File: src/rtl/shift_pack_pkg.sv
// Shared helpers for the serial-to-parallel packer: keep-mask thermometer,
// lane offset helper and the default word width.
package shift_pack_pkg;

  localparam int unsigned DATA_W_DEF = 32;
  localparam int unsigned MAX_LANES  = 64;

  // Low `cnt` bits set, never beyond `lanes`.
  function automatic logic [MAX_LANES-1:0] therm_mask(int unsigned cnt, int unsigned lanes);
    logic [MAX_LANES-1:0] m;
    m = '0;
    for (int unsigned i = 0; i < MAX_LANES; i++) begin
      if (i < cnt && i < lanes) m[i] = 1'b1;
    end
    return m;
  endfunction

  function automatic int unsigned lane_lsb(int unsigned lane, int unsigned data_w);
    return lane * data_w;
  endfunction

endpackage

File: src/rtl/shift_pack_out_reg.sv
// One-entry valid/ready output register holding a packed beat and its keep mask.
module shift_pack_out_reg #(
  parameter int unsigned BEAT_W = 256,
  parameter int unsigned LANES  = 8
) (
  input  logic              clk_data,
  input  logic              rst_n,
  input  logic              emit,
  input  logic [BEAT_W-1:0] emit_data,
  input  logic [LANES-1:0]  emit_keep,
  input  logic              ready,
  output logic              emit_ok,
  output logic [BEAT_W-1:0] data,
  output logic [LANES-1:0]  keep,
  output logic              valid
);

  assign emit_ok = !valid || ready;

  // A new beat may replace one being consumed in the same cycle, so no bubble.
  always_ff @(posedge clk_data or negedge rst_n) begin
    if (!rst_n) begin
      data  <= '0;
      keep  <= '0;
      valid <= 1'b0;
    end else if (emit) begin
      data  <= emit_data;
      keep  <= emit_keep;
      valid <= 1'b1;
    end else if (ready) begin
      valid <= 1'b0;
    end
  end

endmodule

File: src/rtl/shift_pack_buffer.sv
// Packs LANES words of DATA_W bits into one wide beat, with partial-beat flush
// and a valid/ready output stage that backpressures the serial source.
module shift_pack_buffer
  import shift_pack_pkg::*;
#(
  parameter int unsigned DATA_W = DATA_W_DEF,
  parameter int unsigned LANES  = 8
) (
  input  logic                    clk_data,
  input  logic                    rst_n,
  input  logic [DATA_W-1:0]       data_i,
  input  logic                    wr_en_i,
  input  logic                    flush_i,
  output logic                    wr_ready_o,
  output logic [DATA_W*LANES-1:0] data_o,
  output logic [LANES-1:0]        keep_o,
  output logic                    data_valid_o,
  input  logic                    data_ready_i,
  output logic                    overflow_o
);

  localparam int unsigned CNT_W = $clog2(LANES + 1);

  logic [CNT_W-1:0]        cnt;
  logic [CNT_W-1:0]        filled;
  logic [DATA_W*LANES-1:0] acc;
  logic [DATA_W*LANES-1:0] acc_next;
  logic [LANES-1:0]        emit_keep;
  logic                    emit_ok;
  logic                    full_pos;
  logic                    wr_acc;
  logic                    fl_acc;
  logic                    emit;

  // Only requests that would produce a beat need the output stage free.
  always_comb begin
    full_pos   = (cnt == CNT_W'(LANES - 1));
    wr_ready_o = (flush_i || full_pos) ? emit_ok : 1'b1;
    wr_acc     = wr_en_i && wr_ready_o;
    fl_acc     = flush_i && wr_ready_o;
    filled     = cnt + CNT_W'(wr_acc);
    acc_next   = acc;
    for (int unsigned k = 0; k < LANES; k++) begin
      if (wr_acc && cnt == CNT_W'(k)) acc_next[lane_lsb(k, DATA_W) +: DATA_W] = data_i;
    end
    emit      = (wr_acc && full_pos) || (fl_acc && filled != '0);
    emit_keep = LANES'(therm_mask(32'(filled), LANES));
  end

  always_ff @(posedge clk_data or negedge rst_n) begin
    if (!rst_n) begin
      cnt        <= '0;
      acc        <= '0;
      overflow_o <= 1'b0;
    end else begin
      if (emit) begin
        cnt <= '0;
        acc <= '0;
      end else if (wr_acc) begin
        cnt <= filled;
        acc <= acc_next;
      end
      if ((wr_en_i || flush_i) && !wr_ready_o) overflow_o <= 1'b1;
    end
  end

  shift_pack_out_reg #(
    .BEAT_W(DATA_W * LANES),
    .LANES (LANES)
  ) u_out_reg (
    .clk_data (clk_data),
    .rst_n    (rst_n),
    .emit     (emit),
    .emit_data(acc_next),
    .emit_keep(emit_keep),
    .ready    (data_ready_i),
    .emit_ok  (emit_ok),
    .data     (data_o),
    .keep     (keep_o),
    .valid    (data_valid_o)
  );

endmodule

File: config.mk
export PLATFORM = sky130hd
export DESIGN_NAME = shift_pack_buffer
export DESIGN_NICKNAME = d
export VERILOG_FILES = /design/src/rtl/shift_pack_pkg.sv /design/src/rtl/shift_pack_out_reg.sv /design/src/rtl/shift_pack_buffer.sv
export SDC_FILE = /design/constraint.sdc
export NUM_CORES = 1
export LEC_CHECK = 0
export CORE_MARGIN = 2
export CORE_UTILIZATION = 50
export DETAILED_ROUTE_END_ITERATION = 12
export PLACE_DENSITY_LB_ADDON = 0.05
export SETUP_SLACK_MARGIN = 0.3
export SLEW_MARGIN = 0
export SYNTH_ARGS = -nofsm -noshare
export SYNTH_HDL_FRONTEND = slang
export SYNTH_SLANG_ARGS = --single-unit
File: constraint.sdc
create_clock -name clk_data -period 3.6 [get_ports clk_data]
set_clock_uncertainty 0.05 [all_clocks]
set_input_delay 0.72 -clock clk_data [delete_from_list [all_inputs] [get_ports clk_data]]
set_output_delay 0.72 -clock clk_data [all_outputs]
set_load 0.05 [all_outputs]
==> flow_metrics.tcl <==
set metrics [dict create \
    status "complete, no violations" \
    dp_cells 2953 \
    synthTopCellsByArea "dfrtp_1 (57%), a22oi_1 (7.2%), mux2_2 (6.1%)" \
    yosysTopAreaCell "dfrtp_1" \
    drtPass1Iterations 8 \
    avgRoutedWirePerCell_um 22.8 \
    worst_ir_drop_vdd_mv 0.985 \
    whs_ps 117 \
    cts_root_buf "clkbuf_16" \
    drt-total-wl_um 69500 \
    critical_path_class "in2reg" \
    tightest_slew_ps 1130 \
    grt_use_total_pct 29.2 \
    hold_buffers 0 \
    cts_tree "built" \
    period_share_pct 83.0 \
    first_iter_violations 1632 \
    start_kind "input pin" \
    fin_cells 3052 \
    drive_above_1_share_pct 14.6 \
    start_util_pct 50.8 \
    synth_most_common_cell "dfrtp_1" \
    dpl_cell_area_sq_um 27400 \
    worst_slack_ps 612 \
    synth_flop_cell "dfrtp_1" \
    core_sq_um 45600 \
    max-slew-margin-rel_pct 24.9 \
    synth_top_area_share_pct 56.9 \
    hold_viol_final 0 \
    fin_util_pct 64.3 \
    fmax_mhz 335 \
    finalSetupViolCount 0 \
    vias 18307 \
    clockBufferDepth 3 \
    cp_data_required_time_ps 4000 \
    hp-class "in2async" \
    drv_slew 0 \
    cts.repair.resized 0 \
    seq_area_frac_synth_pct 56.9 \
    die_area_sq_um 48000 \
    ant_nets 0 \
    yosys-top-cells-count "dfrtp_1 (526), nor2_1 (297), a22oi_1 (223)" \
    max_cap_violations 0 \
    die_y_um 219 \
    antenna_found_initial 0 \
    gp_congestion 0.864 \
    grt_max_degree 84 \
    power_density_nw_per_um2 990 \
    grt_pass1_vias 18482 \
    fp.dieW_um 219 \
    arrival_ps 3390 \
    clock_latency_ps 600 \
    hpwlAfterDp_um 43500 \
    synth_edf_count 0 \
    ios 304 \
    syn-cell-area_sq_um 23100 \
    cts_made_buffers 55 \
    synth_seq_cells 526 \
    syn-num-nets 2202 \
    ys_async_sr_fraction_pct 100 \
    tns_ps 0 \
    synth_warnings 0 \
    p_leak_nw 13.2 \
    netlist_instances 2163 \
    grt_first_pass_wirelength_um 109000 \
    ctsHtreeMaxLevel 2 \
    syn2layout_area_growth_pct 26.7 \
    place.port_buffers 303 \
    cp_max_fo 28 \
    rsz0062_at_grt "no" \
    row_count 78 \
    period_needed_ps 2990 \
    drcViolationCount 0 \
    clock-sinks 526 \
    fin_nets 2449 \
    fin_area_sq_um 29300 \
    post-cts-setup-buffers 0 \
    endpoint_kind "register" \
    num_antenna_cells 0 \
    via_per_inst 6.00 \
    clk_pin_slew_ps 60 \
    ys_types 53 \
    grt_overflow_total 0 \
    syn_area_per_cell_sq_um 10.7 \
    dp_slack_ps 26.0 \
    power_mw 29.0 \
]
## registers in the layout (all words and copies together), names as in the netlist
| register | count |
|---|---|
| overflow_o | 1 |
| u_out_reg.keep | 8 |
| cnt | 4 |
| acc | 256 |
| u_out_reg.valid | 1 |
| u_out_reg.data | 256 |
## logic make-up (layout without fill, tap and decap cells)
| family | Yosys count | in the layout | share of synthesized area [%] |
|---|---|---|---|
| buffers and inverters | 348 | 637 | 6.38 |
| AOI/OAI and AO/OA | 567 | 567 | 17.4 |
| adders and majority gates | 2 | 2 | 0.108 |
| DFF | 526 | 526 | 56.9 |
| and+or+nand+nor | 516 | 516 | 9.33 |
| xor gates and xnor gates | 4 | 4 | 0.151 |
| muxes | 200 | 200 | 9.73 |
## report_power, final
group	switching (mW)	total, mW	internal (mW)
Combinational	8.93	14.0	5.03
Sequential	1.34	9.13	7.79
Clock	2.38	5.93	3.54
Total	12.7	29.0	16.4
## path summary, 6_finish.rpt
kind / slack, ps / cells past startpoint / end / startpoint
max: 610 / 15 / u_out_reg.data[222] / data_ready_i
min: 120 / 1 / u_out_reg.data[68] / rst_n
max reg2reg: 630 / 13 / u_out_reg.data[2] / cnt[1]
min reg2reg: 430 / 1 / acc[230] / acc[230]
max in group asynchronous: 2530 / 2 / u_out_reg.data[158] / rst_n
min in group clk_data: 430 / 1 / acc[230] / acc[230]
## layout make-up
| cell class | instances | area [sq um] |
|---|---|---|
| Fill cell | 3601 | 16300 |
| Sequential cell | 526 | 13200 |
| Multi-Input combinational cell | 1289 | 8670 |
| Timing Repair Buffer | 409 | 4340 |
| Clock buffer | 87 | 1760 |
| Tap cell | 600 | 751 |
| Inverter | 129 | 484 |
| Clock inverter | 12 | 144 |
## worst max-delay path, cell delays in order
cell and delay (ps):
clkdlybuf4s50_1 480, nor2b_4 170, o21ai_4 70, nand2_2 70, inv_2 60, ha_4 170
ha_4 210, or2_4 260, o31ai_4 250, a21oi_4 70, buf_4 150, o21ai_4 210
buf_12 200, buf_12 200, a32oi_1 80
## per-layer routing
layer  GRT usage [%]  up-vias  wire, um
met5               0        -         0
met4            10.3        0      2190
met3            4.44      129      4550
met2            47.0      742     33200
met1            40.4     9354     29500
li1                -     8082         -
## layout by cell type (no fill, tap or decap), types with 2 or more instances in the layout
| cell type | n |
|---|---|
| xnor2_1 | 2 |
| o21ai_0 | 8 |
| a22oi_1 | 223 |
| a32oi_1 | 125 |
| and3b_1 | 2 |
| clkinvlp_4 | 2 |
| clkdlybuf4s50_1 | 301 |
| dfrtp_2 | 2 |
| or3_1 | 3 |
| buf_12 | 41 |
| nand2_1 | 146 |
| and2_1 | 33 |
| clkbuf_16 | 57 |
| a21oi_1 | 164 |
| bufinv_16 | 3 |
| inv_1 | 128 |
| clkbuf_8 | 22 |
| nor2_1 | 293 |
| nand2b_1 | 3 |
| o22a_1 | 32 |
| nor2_2 | 2 |
| mux2_4 | 4 |
| nor2_4 | 4 |
| nand3_1 | 7 |
| clkbuf_1 | 8 |
| dfrtp_1 | 524 |
| ha_4 | 2 |
| nor3_4 | 2 |
| mux2_1 | 70 |
| buf_4 | 66 |
| or2_4 | 2 |
| nor3_1 | 4 |
| o22ai_1 | 2 |
| mux2_2 | 125 |
| xor2_1 | 2 |
| o21ai_4 | 2 |
| clkinv_2 | 6 |
Note: power is estimated with default switching activity, not from simulation.
